File: config.mk
export PLATFORM = sky130hd
export DESIGN_NAME = pipeline_ctrl_flat
export DESIGN_NICKNAME = d
export VERILOG_FILES = /design/src/rtl/pipeline_ctrl_pkg.sv /design/src/rtl/pipeline_ctrl_if.sv /design/src/rtl/pipeline_ctrl_hazard_detect.sv /design/src/rtl/pipeline_ctrl.sv /design/src/flat_wrapper.sv
export SDC_FILE = /design/constraint.sdc
export NUM_CORES = 1
export LEC_CHECK = 0
export CAP_MARGIN = 20
export CORE_MARGIN = 4
export CORE_UTILIZATION = 50
export CTS_CLUSTER_SIZE = 30
export DETAILED_ROUTE_END_ITERATION = 6
export PLACE_DENSITY = 0.85
export SETUP_SLACK_MARGIN = 0.5
export SLEW_MARGIN = 30
export SYNTH_ARGS = -nofsm -noshare
export SYNTH_HDL_FRONTEND = slang
export SYNTH_SLANG_ARGS = --single-unit
File: constraint.sdc
create_clock -name i_clock -period 2.8 [get_ports i_clock]
set_input_delay 0.28 -clock i_clock [delete_from_list [all_inputs] [get_ports i_clock]]
set_output_delay 0.28 -clock i_clock [all_outputs]
set_load 0.02 [all_outputs]
File: src/rtl/pipeline_ctrl_pkg.sv
`default_nettype none
// ============================================================================
// Module      : pipeline_ctrl_pkg
// Description : Shared definitions for the pipeline controller: the 2-bit
//               controller state encoding, the drain length, default widths
//               and the active-cycle helper.
// Revision    : 1.0 - initial release
// ============================================================================
package pipeline_ctrl_pkg;

  localparam int ADDR_WIDTH_DEFAULT = 5;
  localparam int CNT_WIDTH_DEFAULT  = 32;

  // Cycles spent draining the back end of the pipeline after HALT.
  localparam int DRAIN_CYCLES = 3;
  localparam int DRAIN_CNT_W  = 2;

  typedef enum logic [1:0] {
    ST_RUN       = 2'd0,
    ST_STEP_WAIT = 2'd1,
    ST_DRAIN     = 2'd2,
    ST_HALTED    = 2'd3
  } state_t;

  // A cycle executes when free-running, or when single-stepping and the
  // step pulse is present.
  function automatic logic is_active(input state_t state, input logic step);
    return (state == ST_RUN) || ((state == ST_STEP_WAIT) && step);
  endfunction

endpackage
`default_nettype wire

File: src/rtl/pipeline_ctrl_if.sv
`default_nettype none
// ============================================================================
// Module      : pipeline_ctrl_if
// Description : Bundle between the datapath and the pipeline controller.
//               Datapath -> controller: hazard operands, branch, halt and
//               debug step controls. Controller -> datapath: PC / IF-ID load
//               enables, flushes, back-end enable, halted flag, cycle count.
//               master = datapath side, slave = controller side.
// Revision    : 1.0 - initial release
// ============================================================================
interface pipeline_ctrl_if
  import pipeline_ctrl_pkg::*;
#(
  parameter int ADDR_WIDTH = ADDR_WIDTH_DEFAULT,
  parameter int CNT_WIDTH  = CNT_WIDTH_DEFAULT
);

  logic [ADDR_WIDTH-1:0] i_id_rs;
  logic [ADDR_WIDTH-1:0] i_id_rt;
  logic                  i_id_uses_rt;
  logic [ADDR_WIDTH-1:0] i_ex_rt;
  logic                  i_ex_memread;
  logic                  i_branch_taken;
  logic                  i_halt;
  logic                  i_step_mode;
  logic                  i_step;

  logic                  o_pc_write;
  logic                  o_if_id_write;
  logic                  o_if_id_flush;
  logic                  o_id_ex_flush;
  logic                  o_pipe_enable;
  logic                  o_halted;
  logic [CNT_WIDTH-1:0]  o_cycle_count;

  modport master (
    output i_id_rs, i_id_rt, i_id_uses_rt, i_ex_rt, i_ex_memread,
    output i_branch_taken, i_halt, i_step_mode, i_step,
    input  o_pc_write, o_if_id_write, o_if_id_flush, o_id_ex_flush,
    input  o_pipe_enable, o_halted, o_cycle_count
  );

  modport slave (
    input  i_id_rs, i_id_rt, i_id_uses_rt, i_ex_rt, i_ex_memread,
    input  i_branch_taken, i_halt, i_step_mode, i_step,
    output o_pc_write, o_if_id_write, o_if_id_flush, o_id_ex_flush,
    output o_pipe_enable, o_halted, o_cycle_count
  );

endinterface
`default_nettype wire

File: src/rtl/pipeline_ctrl_hazard_detect.sv
`default_nettype none
// ============================================================================
// Module      : hazard_detect
// Description : Combinational load-use detector. Flags when the load in EX
//               writes a register that the instruction in ID reads.
//               Register 0 is hard-wired, so it never creates a hazard.
// Ports       : i_id_rs, i_id_rt, i_id_uses_rt - ID source operands
//               i_ex_rt, i_ex_memread          - EX load destination
//               o_load_use                      - stall request
// Revision    : 1.0 - initial release
// ============================================================================
module hazard_detect
  import pipeline_ctrl_pkg::*;
#(
  parameter int ADDR_WIDTH = ADDR_WIDTH_DEFAULT
) (
  input  wire logic [ADDR_WIDTH-1:0] i_id_rs,
  input  wire logic [ADDR_WIDTH-1:0] i_id_rt,
  input  wire logic                  i_id_uses_rt,
  input  wire logic [ADDR_WIDTH-1:0] i_ex_rt,
  input  wire logic                  i_ex_memread,
  output logic                       o_load_use
);

  logic w_rs_match;
  logic w_rt_match;

  assign w_rs_match = (i_ex_rt == i_id_rs);
  assign w_rt_match = i_id_uses_rt && (i_ex_rt == i_id_rt);
  assign o_load_use = i_ex_memread && (i_ex_rt != '0) && (w_rs_match || w_rt_match);

endmodule
`default_nettype wire

File: src/rtl/pipeline_ctrl.sv
`default_nettype none
// ============================================================================
// Module      : pipeline_ctrl
// Description : Pipeline controller. Resolves load-use stalls, branch
//               flushes and HALT draining, supports debug single-step, and
//               counts executed cycles.
// Ports       : i_clock - rising-edge clock
//               i_reset - asynchronous active-high reset
//               ctrl    - pipeline_ctrl_if.slave (hazard inputs, pipeline
//                         enables/flushes, halted flag, cycle count)
// Revision    : 1.0 - initial release
// ============================================================================
module pipeline_ctrl
  import pipeline_ctrl_pkg::*;
#(
  parameter int ADDR_WIDTH = ADDR_WIDTH_DEFAULT,
  parameter int CNT_WIDTH  = CNT_WIDTH_DEFAULT
) (
  input  wire logic       i_clock,
  input  wire logic       i_reset,
  pipeline_ctrl_if.slave  ctrl
);

  state_t                 r_state;
  logic [DRAIN_CNT_W-1:0] r_drain_cnt;
  logic [CNT_WIDTH-1:0]   r_cycle_count;
  logic                   r_halted;

  logic w_load_use;
  logic w_active;
  logic w_halt_accept;
  logic w_count_en;

  logic w_pc_write;
  logic w_if_id_write;
  logic w_if_id_flush;
  logic w_id_ex_flush;
  logic w_pipe_enable;

  hazard_detect #(
    .ADDR_WIDTH (ADDR_WIDTH)
  ) u_hazard_detect (
    .i_id_rs      (ctrl.i_id_rs),
    .i_id_rt      (ctrl.i_id_rt),
    .i_id_uses_rt (ctrl.i_id_uses_rt),
    .i_ex_rt      (ctrl.i_ex_rt),
    .i_ex_memread (ctrl.i_ex_memread),
    .o_load_use   (w_load_use)
  );

  assign w_active = is_active(r_state, ctrl.i_step);

  // Branch wins over everything; a load-use stall defers HALT so the halt
  // is taken on the retried cycle once the hazard has cleared.
  assign w_halt_accept = w_active && ctrl.i_halt && !ctrl.i_branch_taken && !w_load_use;

  assign w_count_en = w_active || (r_state == ST_DRAIN);

  // The enables and flushes must respond to the hazard inputs within the
  // same cycle, so they are decoded combinationally from the state. Reset
  // is folded in so the pipeline sees the reset values immediately.
  always_comb begin
    w_pc_write    = 1'b0;
    w_if_id_write = 1'b0;
    w_if_id_flush = 1'b0;
    w_id_ex_flush = 1'b0;
    w_pipe_enable = 1'b0;
    if (i_reset) begin
      w_if_id_flush = 1'b1;
      w_id_ex_flush = 1'b1;
    end else begin
      unique case (r_state)
        ST_RUN, ST_STEP_WAIT: begin
          // Idle STEP_WAIT leaves everything at zero: pipeline frozen.
          if (w_active) begin
            w_pc_write    = 1'b1;
            w_if_id_write = 1'b1;
            w_pipe_enable = 1'b1;
            if (ctrl.i_branch_taken) begin
              w_if_id_flush = 1'b1;
              w_id_ex_flush = 1'b1;
            end else if (w_load_use || w_halt_accept) begin
              // Hold PC and IF/ID, inject a bubble into ID/EX.
              w_pc_write    = 1'b0;
              w_if_id_write = 1'b0;
              w_id_ex_flush = 1'b1;
            end
          end
        end
        ST_DRAIN: begin
          // Front end frozen on bubbles while older instructions retire.
          w_pipe_enable = 1'b1;
          w_id_ex_flush = 1'b1;
        end
        ST_HALTED: begin
        end
        default: begin
        end
      endcase
    end
  end

  always_ff @(posedge i_clock or posedge i_reset) begin
    if (i_reset) begin
      r_state       <= ST_RUN;
      r_drain_cnt   <= '0;
      r_cycle_count <= '0;
      r_halted      <= 1'b0;
    end else begin
      if (w_count_en) begin
        r_cycle_count <= r_cycle_count + 1'b1;
      end
      unique case (r_state)
        ST_RUN: begin
          if (w_halt_accept) begin
            r_state     <= ST_DRAIN;
            r_drain_cnt <= '0;
          end else if (ctrl.i_step_mode) begin
            r_state <= ST_STEP_WAIT;
          end
        end
        ST_STEP_WAIT: begin
          if (w_halt_accept) begin
            r_state     <= ST_DRAIN;
            r_drain_cnt <= '0;
          end else if (!ctrl.i_step_mode) begin
            r_state <= ST_RUN;
          end
        end
        ST_DRAIN: begin
          r_drain_cnt <= r_drain_cnt + 1'b1;
          if (r_drain_cnt == DRAIN_CNT_W'(DRAIN_CYCLES - 1)) begin
            r_state  <= ST_HALTED;
            r_halted <= 1'b1;
          end
        end
        ST_HALTED: begin
          r_state <= ST_HALTED;
        end
        default: begin
          r_state <= ST_RUN;
        end
      endcase
    end
  end

  assign ctrl.o_pc_write    = w_pc_write;
  assign ctrl.o_if_id_write = w_if_id_write;
  assign ctrl.o_if_id_flush = w_if_id_flush;
  assign ctrl.o_id_ex_flush = w_id_ex_flush;
  assign ctrl.o_pipe_enable = w_pipe_enable;
  assign ctrl.o_halted      = r_halted;
  assign ctrl.o_cycle_count = r_cycle_count;

endmodule
`default_nettype wire

File: src/flat_wrapper.sv
// flat-port wrapper written by rule: the top's interface ports become plain ports
module pipeline_ctrl_flat import pipeline_ctrl_pkg::*;
#(
  parameter int ADDR_WIDTH = ADDR_WIDTH_DEFAULT,
  parameter int CNT_WIDTH  = CNT_WIDTH_DEFAULT
)
  (i_clock, i_reset, ctrl_i_id_rs, ctrl_i_id_rt, ctrl_i_id_uses_rt, ctrl_i_ex_rt, ctrl_i_ex_memread, ctrl_i_branch_taken, ctrl_i_halt, ctrl_i_step_mode, ctrl_i_step, ctrl_o_pc_write, ctrl_o_if_id_write, ctrl_o_if_id_flush, ctrl_o_id_ex_flush, ctrl_o_pipe_enable, ctrl_o_halted, ctrl_o_cycle_count);
  pipeline_ctrl_if #(.ADDR_WIDTH(ADDR_WIDTH), .CNT_WIDTH(CNT_WIDTH)) ctrl_i ();
  input  wire logic i_clock;
  input  wire logic i_reset;
  input wire logic [$bits(ctrl_i.i_id_rs)-1:0] ctrl_i_id_rs;
  input wire logic [$bits(ctrl_i.i_id_rt)-1:0] ctrl_i_id_rt;
  input wire logic [$bits(ctrl_i.i_id_uses_rt)-1:0] ctrl_i_id_uses_rt;
  input wire logic [$bits(ctrl_i.i_ex_rt)-1:0] ctrl_i_ex_rt;
  input wire logic [$bits(ctrl_i.i_ex_memread)-1:0] ctrl_i_ex_memread;
  input wire logic [$bits(ctrl_i.i_branch_taken)-1:0] ctrl_i_branch_taken;
  input wire logic [$bits(ctrl_i.i_halt)-1:0] ctrl_i_halt;
  input wire logic [$bits(ctrl_i.i_step_mode)-1:0] ctrl_i_step_mode;
  input wire logic [$bits(ctrl_i.i_step)-1:0] ctrl_i_step;
  output wire logic [$bits(ctrl_i.o_pc_write)-1:0] ctrl_o_pc_write;
  output wire logic [$bits(ctrl_i.o_if_id_write)-1:0] ctrl_o_if_id_write;
  output wire logic [$bits(ctrl_i.o_if_id_flush)-1:0] ctrl_o_if_id_flush;
  output wire logic [$bits(ctrl_i.o_id_ex_flush)-1:0] ctrl_o_id_ex_flush;
  output wire logic [$bits(ctrl_i.o_pipe_enable)-1:0] ctrl_o_pipe_enable;
  output wire logic [$bits(ctrl_i.o_halted)-1:0] ctrl_o_halted;
  output wire logic [$bits(ctrl_i.o_cycle_count)-1:0] ctrl_o_cycle_count;
  assign ctrl_i.i_id_rs = ctrl_i_id_rs;
  assign ctrl_i.i_id_rt = ctrl_i_id_rt;
  assign ctrl_i.i_id_uses_rt = ctrl_i_id_uses_rt;
  assign ctrl_i.i_ex_rt = ctrl_i_ex_rt;
  assign ctrl_i.i_ex_memread = ctrl_i_ex_memread;
  assign ctrl_i.i_branch_taken = ctrl_i_branch_taken;
  assign ctrl_i.i_halt = ctrl_i_halt;
  assign ctrl_i.i_step_mode = ctrl_i_step_mode;
  assign ctrl_i.i_step = ctrl_i_step;
  assign ctrl_o_pc_write = ctrl_i.o_pc_write;
  assign ctrl_o_if_id_write = ctrl_i.o_if_id_write;
  assign ctrl_o_if_id_flush = ctrl_i.o_if_id_flush;
  assign ctrl_o_id_ex_flush = ctrl_i.o_id_ex_flush;
  assign ctrl_o_pipe_enable = ctrl_i.o_pipe_enable;
  assign ctrl_o_halted = ctrl_i.o_halted;
  assign ctrl_o_cycle_count = ctrl_i.o_cycle_count;
  pipeline_ctrl #(.ADDR_WIDTH(ADDR_WIDTH), .CNT_WIDTH(CNT_WIDTH)) u_core (.i_clock(i_clock), .i_reset(i_reset), .ctrl(ctrl_i));
endmodule
After elaboration in Yosys (flattened, before gate mapping)
Cells that the tools add are included.

Word-level logic and storage cells: 61. Bits in registers: 37.

Reductions and logical operators: 20. $add $sub $neg: 2. Equal/unequal tests: 10. Multiplexer cells: 25.

Operators with widths (count): $add A32 B1 Y32 const B (1); $mux W1 (15); $mux W2 (6); $eq A5 B5 Y1 (2); $pmux W2 S4 (1); $logic_and A1 B1 Y1 (7); $eq A2 B2 Y1 const B (3); $ne A3 B2 Y1 const B (2); $reduce_bool A5 Y1 (1); $logic_or A1 B1 Y1 (4); $pmux W1 S2 (2); $pmux W2 S2 (1); $reduce_and A2 Y1 (2); $reduce_and A3 Y1 (1); $add A2 B1 Y2 const B (1); $eq A2 B1 Y1 const B (1); $logic_not A1 Y1 (2); $logic_not A2 Y1 (1); $ne A2 B1 Y1 const B (1); $ne A2 B2 Y1 const B (1); $reduce_bool A2 Y1 (1); $reduce_or A2 Y1 (1).

Depth between registers and ports, before layout
Gate-level depths: netlist of the first run.

Depth after elaboration: 12. Mapped depth: 7.

Hierarchy
Synthesis of the first run repeated with hierarchy kept, for this count alone.

Cell total of the unflattened synthesis: 177. Area total of the unflattened synthesis: 1950.6 um2.

By module, submodules not included: pipeline_ctrl (area an instance 1818.0 um2, times used 1, cells an instance 160, seq. area each 925.9 um2); hazard_detect (area an instance 132.6 um2, times used 1, cells an instance 17, seq. area each 0.0 um2).

Worst setup path before layout of the first run
Ideal clock, no wire load.

Path kind: input to output. From: in i_reset. To: out ctrl_o_pc_write. Cell stages on the path: 4. Required time: 2.520 ns. Arrival time: 2.067 ns. Setup slack: 0.453 ns. Path buffers: 1. Path through: inv_1 > nand4_1 > o21ai_0 > buf_4.

Longest elaborated chain between the ends: 1.

Ends and longest elaborated chain: start: declaration (line flat_wrapper.sv:10) `input wire logic i_reset;`; $mux W1; end: declaration (line flat_wrapper.sv:20) `output wire logic [$bits(ctrl_i.o_pc_write)-1:0] ctrl_o_pc_write;`.

No other way between the ends.

Worst setup path after layout of the first run
From: reg u_core.r_state[1]. To: out ctrl_o_if_id_flush.

Longest elaborated chain between the ends: 6. Elaborated cells on any way between the ends: 8.

Ends and longest elaborated chain: start: declaration (line pipeline_ctrl.sv:24) `state_t r_state;`; start signal: assignment (line pipeline_ctrl.sv:105) `r_state <= ST_RUN;`; start signal: assignment (line pipeline_ctrl.sv:116) `r_state <= ST_DRAIN;`; start signal: assignment (line pipeline_ctrl.sv:119) `r_state <= ST_STEP_WAIT;`; $eq A2 B1 Y1 (line pipeline_ctrl_pkg.sv:28, pipeline_ctrl.sv:72); $logic_and A1 B1 Y1 (line pipeline_ctrl_pkg.sv:28) `return (state == ST_RUN) || ((state == ST_STEP_WAIT) && step);`; $logic_or A1 B1 Y1 (line pipeline_ctrl_pkg.sv:28); $mux W1 (line pipeline_ctrl.sv:75) `if (w_active) begin`; $mux W1 * (line pipeline_ctrl.sv:72) `unique case (r_state)`; $mux W1 * (line pipeline_ctrl.sv:68) `if (i_reset) begin`; end: declaration (line flat_wrapper.sv:22) `output wire logic [$bits(ctrl_i.o_if_id_flush)-1:0] ctrl_o_if_id_flush;`.

Mark *: on every way between the ends. The rest lies on a longest branch, timed or not.

==> results of run 1 <==
cells in the mapped netlist:
cell type   n
mux2_2      1
buf_6       1
and3_1      1
nand4_1    10
or3_1       1
nand3_1    15
inv_1       9
a31o_2      2
nor4_1      1
or4_1       1
o21a_1      3
dfrtp_1    37
a2111oi_4   2
xor2_1     18
nand2b_4    1
clkbuf_1    1
o22a_1      1
nor2_1     12
nand4_4     1
nand2b_1    1
a211oi_1    2
and4_1      2
nor3_2      1
o21ai_0     3
buf_2       2
ha_1        2
nand2_1    15
buf_4       1
nor3_1      6
o31ai_1     1
a21oi_1     4
xnor2_1    23
how the worst max path moves through the flow:
stage / slack, ns / endpoint / start / cells after the start
2_1_floorplan: 0.66 / ctrl_o_pc_write / ctrl_i_ex_rt[1] / 5
3_3_place_gp: 0.16 / ctrl_o_if_id_write / ctrl_i_ex_rt[1] / 6
4_1_cts: 0.51 / ctrl_o_id_ex_flush / ctrl_i_ex_rt[3] / 7
6_report: 0.66 / ctrl_o_if_id_flush / u_core.r_state[1]$_DFFE_PP0P_ / 4
3_5_place_dp: 0.07 / ctrl_o_pc_write / ctrl_i_ex_rt[2] / 6
5_1_grt: 0.51 / ctrl_o_id_ex_flush / ctrl_i_ex_rt[1] / 7
power groups by stage:
stage          clock network (uW)  logic [uW]  registers, uW
4_1_cts                       446         394            679
3_5_place_dp                    0         390            685
3_3_place_gp                    0         385            686
6_report                      439         389            681
2_1_floorplan                   0         148            740
5_1_grt                       464         426            690
sequential cells by signal, indices dropped and copies added (netlist names):
register / count
u_core.r_drain_cnt: 2
u_core.ctrl.o_halted: 1
u_core.r_state: 2
u_core.ctrl.o_cycle_count: 32
stage by stage:
| stage | instance area (um2) | cells | hold WS, ns | power (uW) |
|---|---|---|---|---|
| after global routing | 2690 | 296 | 0.505 | 1580 |
| after floorplan | 1920 | 181 | 0.248 | 888 |
| final | 2690 | 296 | 0.479 | 1510 |
| after CTS | 2700 | 296 | 0.490 | 1520 |
| after detailed placement | 2580 | 289 | 0.481 | 1080 |
| after global placement | 2580 | 289 | 0.455 | 1070 |
worst register-to-register path, cell delays in order (launching register included):
cell	delay [ns]
dfrtp_1	0.42
ha_1	0.19
nand2_1	0.11
a2111oi_4	0.33
buf_4	0.20
nand2_1	0.16
nor3_1	0.27
xor2_1	0.16
logic make-up after synthesis:
group / Yosys count / synth area share
AO/OA/AOI/OAI: 18 / 0.0844
multiplexers: 1 / 0.00589
adder cells (fa/ha/maj): 2 / 0.0131
AND/OR/NAND/NOR: 68 / 0.190
buffers and inverters: 14 / 0.0347
XOR/XNOR: 41 / 0.188
flip-flops: 37 / 0.484
routing by layer:
| metal | part of all wire | GRT usage | vias up |
|---|---|---|---|
| met5 | 0 | 0 | - |
| met4 | 0.015 | 0.0702 | 0 |
| met3 | 0.034 | 0.0273 | 6 |
| met2 | 0.50 | 0.298 | 39 |
| met1 | 0.45 | 0.212 | 720 |
| li1 | - | - | 752 |
timing repair:
item | in CTS | in global routing
gates resized for setup | 15 | 8
setup endpoints to repair | 4 | 4
pin swaps | 2 | 3
final cells by class:
| type | instances | area [um2] | share of cell area |
|---|---|---|---|
| Clock buffer | 5 | 68.8 | 0.0256 |
| Clock inverter | 2 | 35.0 | 0.0130 |
| Inverter | 9 | 37.5 | 0.0139 |
| Multi-Input combinational cell | 130 | 937 | 0.348 |
| Sequential cell | 37 | 928 | 0.345 |
| Tap cell | 48 | 60.1 | 0.0223 |
| Timing Repair Buffer | 65 | 626 | 0.232 |
==> results list, run 1 <==
* Cell Int Power: about 1100 uW
* Wire length per cell after detailed routing: ~14 um
- Data required time of the critical path: around 2.5 ns
* Headroom to the max-slew limit: 0.716
- Final slew viol count: 0
- The root buffer cell chosen for the clock tree is clkbuf_8.
- At the end of routability-driven placement, the weighted congestion stood at 0.718.
- The flow ran to the end, and the final reports show no timing, DRC or antenna violations.
- P&R area growth vs syn: 40.7%
- The first detailed-routing pass took 4 iterations.
- Mapped cell area: around 0.0019 mm2
- Commonest non-fill, non-tap cells in the layout: 56 x clkdlybuf4s50_1, 35 x dfrtp_1, 23 x xnor2_1
- In this run the horizontal extent of the chip is roughly 70 um.
* Clock sink total: 37
- Subtracting the final worst setup slack from the clock period gives around 2.1 ns.
* Worst Path Max Fanout: 9
- TritonCTS built the clock tree.
- The number of different library cells used by synthesis comes to 32.
* Setup violators final: 0
- On the critical path, the stage with the largest delay is an instance of clkdlybuf4s50_1.
* Fraction of final layout cells with drive strength greater than 1: 0.121
* Crit-path cells: nand2b_4 > nand2_2 > a31o_2 > clkdlybuf4s50_1
- Buffers placed on the I/O ports in this run total 60.
- STA classifies the critical path startpoint as a register.
- Number of filler cells placed in the layout: 291
* Number of cells traversed by the worst hold path: 1
* Initial Utilization: 0.519
- Total vias in the final route: 1517
- For this design the ratio of total power to cell area is roughly 560 mW/mm2.
- Synthesis produced a netlist with a net count of 206.
- Flop-to-flop setup slack: 0.89 ns
- On the final layout, the worst clock skew is 0.00812 ns.
- The analysis attributes to cell leakage a power of 0.00115 uW.
- Number of antenna violations at the first check in global routing: 0
- Number of failing hold endpoints at the final stage: 0
- In the routed layout, each cell is associated on average with a via count of 5.13.
* Overflow left after global routing: 0
- In this run the critical register-to-register path is launched from u_core.ctrl.o_cycle_count[0]$_DFFE_PP0P_.
* Ranking of synthesized cells by area: dfrtp_1 48%, xnor2_1 11%, xor2_1 8.2%, nand3_1 3.9%, nand4_1 3.3%
- The worst register-to-register path has a depth of 7.
* Insertion delay of the later-clocked pin in the worst-skew pair: 0.29 ns
* Seq pwr share: 0.451
- Worst path max stage delay: around 0.60 ns
- Startpoint of the tightest hold check path: u_core.ctrl.o_cycle_count[31]$_DFFE_PP0P_
- The region available for standard cell placement spans ~0.0037 mm2.
- Syn_area_per_cell: approximately 11 um2
- Measured along the y axis, the die boundary spans approximately 70 um.
- Period Utilization, post-route: 0.765
- For the pin with the worst max-slew slack, the measured transition is 0.423 ns.
* Post-CTS setup-driven buffer insertion count: 0
- The initialized floorplan defines 22 standard-cell rows.
- Pre-CTS WS: roughly 0.070 ns
- The number of antenna diodes in the final layout is 0.
- Post-synthesis instance total: about 180
- Type of the tightest min-delay check: register to register
- The share of the Yosys chip area taken by registers is 0.484.
- Top cell type's share of synthesized area: 0.484
* Switching power total: between 400 and 500 uW
- I/O pins: roughly 60
- Share of total power in combinational logic: 0.258
* Setup repair after global routing missed its margin: false
* Global-route wire length before repair: between 6000 and 7000 um
* Worst EP arrival: between 1.5 and 2 ns
- Entering global routing, the biggest net connects 25 pins.
- In the global route stage, overall resource usage came out at 0.172.
* DRC violation total after the first TritonRoute iteration: 61
- Count of buffering cells on the critical path with inverters included: 1
* Achievable Freq: 467 MHz
- The routed design has between 4000 and 5000 um of wire.
- Path type of the worst setup path: register to output pin
- Total half-perimeter wirelength after legalization and detailed placement: roughly 3100 um
* Clock Power Share: 0.291
- Antenna violation net count after detailed routing: 0
- Switching Share: 0.299
- Most common cell after layout, fill and taps aside: clkdlybuf4s50_1
* Total negative slack for setup checks: 0 ns
- Cell type with the largest total area after synthesis: dfrtp_1
* #FFs+latches synth: 37
* Number of buffers between clock root and the deepest sink: 2
- After clock tree synthesis, the flow added hold-fix buffers numbering 0.
* Cell class contributing the biggest share of worst-path delay: buffers and inverters
* Number of global-route vias before repair: 1555
- Total of warnings raised by yosys: 0
* Remaining routing DRC violations: 0
* Post-layout util: 0.730
- The worst register-to-register path ends at u_core.ctrl.o_cycle_count[30]$_DFFE_PP0P_.
* Max cap viols: 0
- The number of clock buffers added by TritonCTS is 5.
* Hold endpoint: u_core.ctrl.o_cycle_count[31]$_DFFE_PP0P_
- Largest voltage drop on the vdd net: between 0.6 and 0.7 mV
- Clock slew at reported path FFs: 0.07 ns
* Final net count: about 270
* Fin worst setup slack: roughly 0.66 ns
- Htree depth: 2
- Kind of end point of the critical path: output pin
* Die Footprint: 0.00488 mm2
Power figures use the tool's default switching activity.
==> run 2: changes to the inputs <==
Settings changed: CORE_UTILIZATION 50 to 42, PLACE_DENSITY 0.85 to 0.77.
Clock period 2.8 ns to 1.9 ns, I/O delays scaled along.
==> run 2 against run 1 <==
Effect of this change:
- clock skew is 0.0062 ns lower
- worst setup slack worse by 0.59 ns
- wire length is 64% higher
- hold slack worse by 0.048 ns
- cell area is 29% higher
- first-iteration DRC count is 77% higher
- clock power is 64% higher
- non-clock buffer count is 59 higher
- via count is 24% higher
- register-to-register slack worse by 0.82 ns
- total power is 74% higher
- combinational power is 130% higher
- critical path type is now register to register
- largest power group unchanged
- highest routed layer unchanged
==> results list, run 2 (same netlist as run 1, synthesis figures left out) <==
- The post-detailed-placement cell area was 0.00277 mm2 (+7.3%).
- The clock transition at the register clock pins on the worst setup and hold paths after CTS was 0.07 ns (about the same).
- Headroom to the max-slew limit: 0.753 (+0.0372)
- The number of max-slew violations in the final report is 0 (unchanged).
* FF/Latch Area: 936 um2 (+0.81%)
- The total of endpoints with negative setup slack in the final report was 0 (unchanged).
- Y dimension of the die: 75.5 um (+8.1%)
* Count of placed standard cells including taps: 309 (+6.9%)
- The maximum ir drop on the vdd rail is 1.01 mV (+56%).
- The final routed wire length divided by cell count is 18.4 um (+34%).
* Post-layout util: 0.792 (+0.0623)
- Commonest non-fill, non-tap cells in the layout: 43 x buf_4, 37 x dlygate4sd2_1, 29 x dfrtp_1
- Total power draw: 2630 uW (+74%)
- Type of element launching the critical path: register
* I/O pins: 61 (unchanged)
- The power density of the placed cells came to 758 mW/mm2 (+35%).
* Standard cell core area: 0.00438 mm2 (+19%)
- The total clock sinks is 37 (unchanged).
* Non-filler instance count after layout: 361 (+22%)
- The weighted congestion reported at the end of routability-driven placement is 0.773 (+7.6%).
* Worst EP arrival: 2.05 ns (+0.19 ns)
- The required time at the worst-slack endpoint is 2.12 ns (-0.40 ns).
- The number of buffers inserted by hold repair at cts came to 0 (unchanged).
- Outcome: completed
- Die Footprint: 0.00570 mm2 (+17%)
- Pin count of the biggest net entering global routing: 28 (+12%)
- The worst-path maximum fanout is 4 (-5).
* Kind of end point of the critical path: register
- The first-pass GRT wire length is 9070 um (+33%).
- Dividing the final minimum period by the clock period gives 0.965.
- Clock root buffer: clkbuf_8
* Summed area of non-filler cells in the final layout: 0.00347 mm2 (+29%)
* Htree depth: 2 (unchanged)
- Clock buffers created by TritonCTS: 5 (unchanged)
* Remaining routing DRC violations: 0 (unchanged)
- The count of fill cells added during filler insertion was 244 (-16%).
* Final net count: 332 (+22%)
- Based on the critical path, the design can be clocked at up to between 500 and 600 MHz.
- Total wirelength of the detailed-routed design: 6660 um (+64%)
* Type of the tightest min-delay check: input pin to async pin
- The max-cap violation count is 0 (unchanged).
- Setup repair after global routing could not meet its margin everywhere.
- Overflow left after global routing: 0 (unchanged)
- Clock period minus worst slack: 1.83 ns
- The die extent in x was 75.5 um (+8.1%).
- The length of the first detailed-routing pass in iterations is 4 (unchanged).
- Total half-perimeter wirelength after legalization and detailed placement: 3570 um (+14%)
- The area occupied by multi-input gates came to 0.00123 mm2 (+31%).
* DRC violation total after the first TritonRoute iteration: 108 (+77%)
- Relative to the synthesized area, the layout overhead comes to 81.6%.
- Post-route clock skew: 0.00195 ns (-0.00617 ns)
* Initial Utilization: 0.436 (-0.0823)
- The global-route usage over all layers is 0.214 (+0.0418).
* Leakage: 0.00165 uW (+44%)
- Number of buffers between clock root and the deepest sink: 2 (unchanged)
- The via count came to 1883 (+24%).
* Std cell rows: 24 (+9.1%)
- Fraction of final layout cells with drive strength greater than 1: 0.477 (+0.356)
- The number of flip-flops in the largest register was 32 (unchanged).
* Insertion delay of the later-clocked pin in the worst-skew pair: 0.29 ns (about the same)
- The number of buffers inserted by port buffering was 60 (unchanged).
* Antenna violation net count after detailed routing: 0 (unchanged)
- The transition at the pin with the smallest max-transition slack is 0.370 ns (-0.0532 ns).
- The final number of hold-violating endpoints is 0 (unchanged).
* Flop-to-flop setup slack: 0.07 ns (-0.82 ns)
- TritonCTS clock tree: yes
* Number of global-route vias before repair: 1890 (+22%)
* Path type of the worst setup path: register to register
- Most common cell after layout, fill and taps aside: buf_4
- The average vias per placed instance came to 5.22 (+1.8%).
- Number of antenna violations at the first check in global routing: 1 (+1)
[run 2: cell count changes in the layout (fill, tap and decap cells not counted), moves of 7 or more]
cell,delta
buf_4,+38
buf_6,+27
clkdlybuf4s50_1,-47
dlygate4sd2_1,+37
nand2_1,-7
nor2_1,-7
[run 2: critical path, cell delays in order, from the launching register on]
cell	delay (ns)
dfrtp_2	0.42
ha_4	0.17
nand2_4	0.06
a2111oi_4	0.40
nand2_2	0.18
buf_4	0.18
nor3_4	0.19
xor2_1	0.15
[run 2: path summary, 6_finish.rpt]
check | start | to | cells after the start
worst min register to register | u_core.ctrl.o_halted$_DFFE_PP0P_ | u_core.ctrl.o_halted$_DFFE_PP0P_ | 1
worst max-delay path | u_core.ctrl.o_cycle_count[1]$_DFFE_PP0P_ | u_core.ctrl.o_cycle_count[30]$_DFFE_PP0P_ | 7
worst min-delay path | i_reset | u_core.ctrl.o_cycle_count[0]$_DFFE_PP0P_ | 3
worst max register to register | u_core.ctrl.o_cycle_count[1]$_DFFE_PP0P_ | u_core.ctrl.o_cycle_count[30]$_DFFE_PP0P_ | 7
min in group i_clock | u_core.ctrl.o_halted$_DFFE_PP0P_ | u_core.ctrl.o_halted$_DFFE_PP0P_ | 1
max in group asynchronous | i_reset | u_core.ctrl.o_cycle_count[7]$_DFFE_PP0P_ | 3
[run 2: metal layers]
metal  global-route usage  part of all wire
met2                0.376              0.54
met4               0.0738             0.025
met1                0.261              0.40
met5                    0                 0
met3               0.0422             0.033
[run 2: power breakdown]
group,internal (uW),switching [uW],total (uW),leakage [uW]
Clock,428,291,719,0.0000585
Sequential,899,105,1000,0.000456
Combinational,450,460,910,0.00114
Total,1780,856,2630,0.00165
[run 2: cell type report]
class,instances,share of cell area
multi-input combinational,130,0.353
tap,52,0.0187
clock inverter,1,0.00865
antenna,1,0.000720
timing repair buffer,124,0.313
inverter,9,0.0119
sequential,37,0.269
clock buffer,7,0.0249
[run 2: what timing repair did]
item | 4_1_cts | 5_1_grt
setup endpoints to repair | 69 | 40
pin swaps | 43 | 33
resized for setup | 138 | 34
buffers inserted | 24 | 19
cloned | 0 | 0
[run 2: stage by stage]
stage | setup TNS (ns) | hold slack (ns) | setup slack [ns]
3_5_place_dp | -2.01 | 0.460 | -0.610
4_1_cts | 0 | 0.366 | 0.193
5_1_grt | -0.0205 | 0.461 | -0.0145
6_report | 0 | 0.431 | 0.0661
2_1_floorplan | 0 | 0.158 | 0.172
3_3_place_gp | -1.76 | 0.452 | -0.533
